$ cat config.mk
export PLATFORM = sky130hd
export DESIGN_NAME = fetch_ctrl_flat
export DESIGN_NICKNAME = d
export VERILOG_FILES = /design/src/rtl/fetch_pkg.sv /design/src/rtl/fetch_ctrl_if.sv /design/src/rtl/fetch_queue.sv /design/src/rtl/fetch_ctrl.sv /design/src/flat_wrapper.sv
export SDC_FILE = /design/constraint.sdc
export NUM_CORES = 1
export LEC_CHECK = 0
export BUFFER_PORTS_ARGS = -buffer_cell sky130_fd_sc_hd__buf_2
export CAP_MARGIN = 20
export CORE_MARGIN = 2
export CORE_UTILIZATION = 50
export DETAILED_ROUTE_END_ITERATION = 8
export PLACE_DENSITY = 0.75
export SYNTH_ARGS = -nofsm -noshare
export SYNTH_HDL_FRONTEND = slang
export SYNTH_SLANG_ARGS = --single-unit
$ cat constraint.sdc
create_clock -name clk -period 6.3 [get_ports clk]
set_input_delay 0.63 -clock clk [delete_from_list [all_inputs] [get_ports clk]]
set_output_delay 0.63 -clock clk [all_outputs]
set_load 0.02 [all_outputs]
$ cat src/rtl/fetch_pkg.sv
// Shared types for the instruction-fetch sequencer.
// Widths, FSM state encoding and the fetch-queue entry layout.
package fetch_pkg;

    localparam int ADDR_W  = 8;
    localparam int INSTR_W = 16;

    typedef enum logic [1:0] {
        IDLE,
        REQ,
        WAIT
    } fetch_state_t;

    typedef struct packed {
        logic [ADDR_W-1:0]  addr;
        logic [INSTR_W-1:0] instr;
    } fetch_entry_t;

endpackage

$ cat src/rtl/fetch_ctrl_if.sv
// Fetch bus: imem req/gnt/rvalid port plus the decode valid/ready port.
// master is the fetch sequencer, slave is the memory/decode side.
interface fetch_ctrl_if;
    import fetch_pkg::*;

    logic               imem_req_o;
    logic [ADDR_W-1:0]  imem_addr_o;
    logic               imem_gnt_i;
    logic               imem_rvalid_i;
    logic [INSTR_W-1:0] imem_rdata_i;

    logic               instr_valid_o;
    logic [INSTR_W-1:0] instr_o;
    logic [ADDR_W-1:0]  instr_pc_o;
    logic               instr_ready_i;

    modport master (
        output imem_req_o, imem_addr_o,
        input  imem_gnt_i, imem_rvalid_i, imem_rdata_i,
        output instr_valid_o, instr_o, instr_pc_o,
        input  instr_ready_i
    );

    modport slave (
        input  imem_req_o, imem_addr_o,
        output imem_gnt_i, imem_rvalid_i, imem_rdata_i,
        input  instr_valid_o, instr_o, instr_pc_o,
        output instr_ready_i
    );

endinterface

$ cat src/rtl/fetch_queue.sv
// Synchronous FIFO of fetched words; flush beats both push and pop.
// Storage is reset so the head reads zero out of reset.
module fetch_queue
    import fetch_pkg::*;
#(
    parameter int DEPTH = 2
) (
    input  logic                         clk,
    input  logic                         rst_i,
    input  logic                         push_i,
    input  logic                         pop_i,
    input  logic                         flush_i,
    input  fetch_entry_t                 data_i,
    output fetch_entry_t                 data_o,
    output logic                         full_o,
    output logic                         empty_o,
    output logic [$clog2(DEPTH+1)-1:0]   count_o
);

    localparam int CW = $clog2(DEPTH + 1);
    localparam int PW = (DEPTH > 1) ? $clog2(DEPTH) : 1;

    fetch_entry_t  mem_q [DEPTH];
    logic [PW-1:0] rd_q;
    logic [PW-1:0] wr_q;
    logic [CW-1:0] cnt_q;
    logic          do_push;
    logic          do_pop;

    function automatic logic [PW-1:0] inc(input logic [PW-1:0] p);
        return (p == PW'(DEPTH - 1)) ? '0 : p + 1'b1;
    endfunction

    assign do_push = push_i & ~flush_i;
    assign do_pop  = pop_i & ~empty_o & ~flush_i;

    always_ff @(posedge clk) begin
        if (rst_i) begin
            rd_q  <= '0;
            wr_q  <= '0;
            cnt_q <= '0;
            for (int i = 0; i < DEPTH; i++) mem_q[i] <= '0;
        end else if (flush_i) begin
            rd_q  <= '0;
            wr_q  <= '0;
            cnt_q <= '0;
        end else begin
            if (do_push) begin
                mem_q[wr_q] <= data_i;
                wr_q        <= inc(wr_q);
            end
            if (do_pop) rd_q <= inc(rd_q);
            cnt_q <= cnt_q + CW'(do_push) - CW'(do_pop);
        end
    end

    assign data_o  = mem_q[rd_q];
    assign full_o  = (cnt_q == CW'(DEPTH));
    assign empty_o = (cnt_q == '0);
    assign count_o = cnt_q;

endmodule

$ cat src/rtl/fetch_ctrl.sv
// Fetch sequencer: owns the PC, issues one imem request at a time and
// buffers responses for decode; redirects flush and squash stale fetches.
module fetch_ctrl
    import fetch_pkg::*;
#(
    parameter int QDEPTH = 2
) (
    input  logic              clk,
    input  logic              rst_i,
    input  logic              start_i,
    input  logic [ADDR_W-1:0] start_address_i,
    input  logic              branch_i,
    input  logic [ADDR_W-1:0] branchloc_i,
    input  logic              halt_i,
    output logic              busy_o,
    fetch_ctrl_if.master      bus
);

    localparam int CW = $clog2(QDEPTH + 1);

    fetch_state_t      state_q, state_d;
    logic [ADDR_W-1:0] pc_q, pc_d;
    logic              squash_q, squash_d;
    logic              halt_q, halt_d;

    logic              redirect;
    logic              gnt_ok;
    logic              rsp;
    logic              outstanding;
    logic              halt_eff;
    logic              push;
    logic              pop;
    logic              full;
    logic              empty;
    logic [CW-1:0]     count;
    fetch_entry_t      rsp_entry;
    fetch_entry_t      head;

    assign bus.imem_req_o  = (state_q == REQ) & (count < CW'(QDEPTH));
    assign bus.imem_addr_o = pc_q;

    assign gnt_ok   = bus.imem_req_o & bus.imem_gnt_i;
    assign rsp      = (state_q == WAIT) & bus.imem_rvalid_i;
    assign redirect = start_i | (branch_i & (state_q != IDLE));
    assign halt_eff = halt_i | halt_q;
    assign push     = rsp & ~squash_q;
    assign pop      = bus.instr_valid_o & bus.instr_ready_i;

    // A request still owed a response after this edge must be squashed.
    assign outstanding = gnt_ok | ((state_q == WAIT) & ~bus.imem_rvalid_i);

    // pc has already advanced past the outstanding request.
    assign rsp_entry = '{addr: pc_q - 1'b1, instr: bus.imem_rdata_i};

    always_comb begin
        state_d  = state_q;
        pc_d     = pc_q;
        squash_d = squash_q;
        halt_d   = halt_q;
        if (redirect) begin
            pc_d     = start_i ? start_address_i : branchloc_i;
            halt_d   = halt_q & ~start_i;
            squash_d = outstanding;
            state_d  = outstanding ? WAIT : REQ;
        end else begin
            unique case (state_q)
                IDLE: state_d = IDLE;
                REQ: begin
                    if (gnt_ok) begin
                        pc_d    = pc_q + 1'b1;
                        state_d = WAIT;
                    end else if (halt_eff) begin
                        state_d = IDLE;
                    end
                end
                WAIT: begin
                    if (bus.imem_rvalid_i) begin
                        squash_d = 1'b0;
                        state_d  = halt_eff ? IDLE : REQ;
                    end
                end
                default: state_d = IDLE;
            endcase
            halt_d = halt_eff & (state_q != IDLE) & (state_d != IDLE);
        end
    end

    always_ff @(posedge clk) begin
        if (rst_i) begin
            state_q  <= IDLE;
            pc_q     <= '0;
            squash_q <= 1'b0;
            halt_q   <= 1'b0;
        end else begin
            state_q  <= state_d;
            pc_q     <= pc_d;
            squash_q <= squash_d;
            halt_q   <= halt_d;
        end
    end

    fetch_queue #(.DEPTH(QDEPTH)) u_queue (
        .clk     (clk),
        .rst_i   (rst_i),
        .push_i  (push),
        .pop_i   (pop),
        .flush_i (redirect),
        .data_i  (rsp_entry),
        .data_o  (head),
        .full_o  (full),
        .empty_o (empty),
        .count_o (count)
    );

    a_no_overflow: assert property (
        @(posedge clk) disable iff (rst_i)
        (push && !redirect) |-> !full
    );

    assign bus.instr_valid_o = ~empty;
    assign bus.instr_o       = head.instr;
    assign bus.instr_pc_o    = head.addr;
    assign busy_o            = (state_q != IDLE);

endmodule

$ cat src/flat_wrapper.sv
// flat-port wrapper written by rule: the top's interface ports become plain ports
module fetch_ctrl_flat import fetch_pkg::*;
#(
    parameter int QDEPTH = 2
)
  (clk, rst_i, start_i, start_address_i, branch_i, branchloc_i, halt_i, busy_o, bus_imem_req_o, bus_imem_addr_o, bus_imem_gnt_i, bus_imem_rvalid_i, bus_imem_rdata_i, bus_instr_valid_o, bus_instr_o, bus_instr_pc_o, bus_instr_ready_i);
  fetch_ctrl_if bus_i ();
  input  logic clk;
  input  logic rst_i;
  input  logic start_i;
  input  logic [ADDR_W-1:0] start_address_i;
  input  logic branch_i;
  input  logic [ADDR_W-1:0] branchloc_i;
  input  logic halt_i;
  output logic busy_o;
  output wire logic [$bits(bus_i.imem_req_o)-1:0] bus_imem_req_o;
  output wire logic [$bits(bus_i.imem_addr_o)-1:0] bus_imem_addr_o;
  input wire logic [$bits(bus_i.imem_gnt_i)-1:0] bus_imem_gnt_i;
  input wire logic [$bits(bus_i.imem_rvalid_i)-1:0] bus_imem_rvalid_i;
  input wire logic [$bits(bus_i.imem_rdata_i)-1:0] bus_imem_rdata_i;
  output wire logic [$bits(bus_i.instr_valid_o)-1:0] bus_instr_valid_o;
  output wire logic [$bits(bus_i.instr_o)-1:0] bus_instr_o;
  output wire logic [$bits(bus_i.instr_pc_o)-1:0] bus_instr_pc_o;
  input wire logic [$bits(bus_i.instr_ready_i)-1:0] bus_instr_ready_i;
  assign bus_imem_req_o = bus_i.imem_req_o;
  assign bus_imem_addr_o = bus_i.imem_addr_o;
  assign bus_i.imem_gnt_i = bus_imem_gnt_i;
  assign bus_i.imem_rvalid_i = bus_imem_rvalid_i;
  assign bus_i.imem_rdata_i = bus_imem_rdata_i;
  assign bus_instr_valid_o = bus_i.instr_valid_o;
  assign bus_instr_o = bus_i.instr_o;
  assign bus_instr_pc_o = bus_i.instr_pc_o;
  assign bus_i.instr_ready_i = bus_instr_ready_i;
  fetch_ctrl #(.QDEPTH(QDEPTH)) u_core (.clk(clk), .rst_i(rst_i), .start_i(start_i), .start_address_i(start_address_i), .branch_i(branch_i), .branchloc_i(branchloc_i), .halt_i(halt_i), .busy_o(busy_o), .bus(bus_i));
endmodule
==> metrics.md <==
| Metric | Value |
|---|---|
| Clock-pin transition on the worst setup and hold timing paths | 0.07 ns |
| Die area | ~0.0071 mm² |
| Worst-Skew Late Latency | approximately 0.33 ns |
| Clk sinks | 65 |
| Crit path max fanout | 24 |
| Grt ovf | 0 |
| Routed Antenna Nets | 0 |
| Total leakage power | 0.001615 µW |
| CP startpoint kind | flop |
| Die Ht | 84.35 µm |
| Die Wd | between 80 and 90 µm |
| Worst setup EP type | primary output |
| Kind of critical path | flop to primary output |
| Seq/Total Area, Yosys | 55.19% |
| Total track usage | around 19% |
| Hold-fix buffers, CTS | 0 |
| Synth Instances | 275 |
| Reg2reg start | u_core.state_q[0]$_SDFF_PP0_ |
| Switching pwr | about 230 µW |
| Worst Skew | about 0.0078 ns |
| MaxCap Viol Count | 0 |
| Final worst-path cycle share | between 40% and 50% |
| Routed WL | 6403 µm |
| # rows | 29 |
| Post-DR vias/cell | 5.388 |
| Sequential share of power | between 50% and 60% |
| Pwr Total | 940.0 µW |
| Fmax | 0.3854 GHz |
| Non-Filler Instances | 430 |
| Max-slew violations | 0 |
| Syn nets | about 320 |
| Core area | 0.006314 mm² |
| CTS tree | yes |
| Syn-to-layout area delta | 19.34% |
| Post-Syn Area per Cell | 11.74 µm² |
| Peak supply drop | 123.4 µV |
| Final setup vio count | 0 |
| Pin count of the biggest net entering global routing | 25 |
| Placed cell count | 413 |
| Synth top area share | between 40% and 50% |
| Vias in the first global route | about 2200 |
| Postcts setup bufs | 0 |
| Outcome | finished, final reports clean |
| Drc violations | 0 |
| Synth cell count leaders | edfxtp_1, and2_1, nor2_1, mux2_2, dfxtp_1 |
| Switching part of the total | 24.46% |
| Power per cell area | around 240 mW/mm² |
| Drt initial violations | around 110 |
| Share of total power in combinational logic | between 10% and 20% |
| CTS max path bufs | 2 |
| Main synth FF type | edfxtp_1 |
| First-pass DRT Iterations | 4 |
| Clk root buf | clkbuf_8 |
| Worst slew pin tran | approximately 1.1 ns |
| Reg-to-reg endpoint | u_core.u_queue.count_o[1]$_SDFF_PP0_ |
| Slew headroom | 28.06% |
| Post-synth top area cell | edfxtp_1 |
| Ys Warns | 0 |
| Layout net count | roughly 400 |
| Post-synth EDFFs | 48 |
| Initial antenna violation count | 0 |
| Clk pwr share | about 37% |
| Top cells by area, synth | edfxtp_1, dfxtp_1, mux2_2, and2_1, nor2_1 |
| Post-synth cell types | 42 |
| Vias post-DR | approximately 2300 |
| Internal | 710.1 µW |
| RSZ-0062 raised after global routing | no |
| Crit path capture | bus_instr_pc_o[0] |
| Hold crit path type | flop to flop |
| Reg-to-reg setup timing slack | approximately 3.7 ns |
| H-tree Lvls | 3 |
| GPL Wtd Cong | 0.8508 |
| Top Ports | 75 |
| CTS Buf Count | 9 |
| Fraction of registers with async set/reset | 0% |
| Required time worst endpoint | 5.67 ns |
| Initial Utilization | between 50% and 60% |
| Most numerous cell in the Yosys netlist | edfxtp_1 |
| Layout Utilization | between 60% and 70% |
| TNS Setup | 0 ns |
| Critical Path AT | 1.96 ns |
| Worst R2R Path Depth | 11 |
| Mapped Area | 0.003228 mm² |
| Port-buffer cells | 74 |
| First-pass GRT wire length | roughly 11000 µm |
| Share of layout cells above drive strength 1 | between 30% and 40% |
| Gates resized, CTS repair | 0 |
| Final Critical Period | between 2 and 3 ns |
| Drt wl/cell | approximately 15 µm |
| Final Hold Fails | 0 |
| Final HPWL DP | roughly 4300 µm |
| Synth Register Bits | 65 |
| Ant. Diodes | 0 |
==> kinds of logic after synthesis <==
group | Yosys count | synth area share [%]
AOI/OAI and AO/OA | 30 | 6.745
xor gates and xnor gates | 14 | 3.799
adders and majority gates | 7 | 2.713
buffers and inverters | 23 | 3.449
DFF | 65 | 55.19
muxes | 26 | 8.992
and+or+nand+nor | 110 | 19.11
==> worst min-delay path by stage <==
stage,start,end,slack [ns],cells after the start
after floorplan,u_core.halt_q$_SDFF_PP0_,u_core.halt_q$_SDFF_PP0_,0.47,1
after global placement,u_core.halt_q$_SDFF_PP0_,u_core.halt_q$_SDFF_PP0_,0.48,1
after detailed placement,u_core.halt_q$_SDFF_PP0_,u_core.halt_q$_SDFF_PP0_,0.49,1
after CTS,u_core.halt_q$_SDFF_PP0_,u_core.halt_q$_SDFF_PP0_,0.51,1
after global routing,u_core.halt_q$_SDFF_PP0_,u_core.halt_q$_SDFF_PP0_,0.54,1
final,u_core.halt_q$_SDFF_PP0_,u_core.halt_q$_SDFF_PP0_,0.51,1
==> power by group through the flow <==
stage	Sequential [µW]	Combinational [µW]	Clock (µW)
after global routing	487	120	378
after global placement	494	104	0
after CTS	486	106	353
after detailed placement	495	105	0
after floorplan	495	69.3	0
final	485	107	347
==> worst max-delay path, stage by stage, from the launching register on <==
cell and delay, ns:
dfxtp_1 1.03, mux2_2 0.44, buf_2 0.16
==> flip-flops by register name (all words and copies together) (netlist names), named ones only <==
name                    count
u_core.bus.imem_addr_o      8
u_core.u_queue.count_o      2
u_core.squash_q             1
u_core.state_q              2
u_core.u_queue.wr_q         1
u_core.halt_q               1
u_core.u_queue.rd_q         1
u_core.u_queue.mem_q       48
==> through the flow <==
stage	setup WS [ns]	hold WS, ns	cell area [µm²]
global route	3.541	0.5364	3852
CTS	3.565	0.5076	3825
detailed placement	3.421	0.4903	3628
global placement	3.502	0.4793	3628
floorplan	2.799	0.4699	3228
finish	3.705	0.5095	3852
==> layout make-up <==
| type | instances | area (µm²) |
|---|---|---|
| fillers | 531 | 2461 |
| flip-flops and latches | 65 | 1782 |
| multi-input cells | 187 | 1339 |
| repair buffers | 76 | 405.4 |
| clock buffers | 11 | 141.4 |
| well taps | 77 | 96.34 |
| clock inverters | 5 | 55.05 |
| inverters | 9 | 33.78 |
==> cell usage in the layout (no fill, tap or decap), types with 2 or more instances in the layout <==
cell type	netlist	final
nor3_1	7	7
clkinvlp_4	0	2
ha_1	7	7
nand4_1	2	2
dfxtp_1	17	17
a221oi_1	3	3
xnor2_1	6	6
inv_1	9	9
nand3_1	6	6
or3_1	4	4
and3_1	2	2
nor2_1	27	27
and2_1	38	38
buf_2	2	74
clkinv_2	0	2
xor2_1	8	8
nand2_1	8	8
nor2b_1	5	5
edfxtp_1	48	48
o21ai_0	3	2
nor4_1	2	2
a221o_1	2	2
a21oi_1	6	6
mux2_2	24	24
clkbuf_8	0	10
a211oi_1	9	9
mux2i_1	2	2
==> layer usage <==
layer / GRT usage [%] / wire (µm) / up-vias
li1: - / - / 1135
met1: 24.06 / 2872 / 1090
met2: 30.88 / 3019 / 84
met3: 5.015 / 437 / 8
met4: 5.195 / 74 / 0
met5: 0 / 0 / -
No activity file was read; power rests on OpenSTA's default activity.
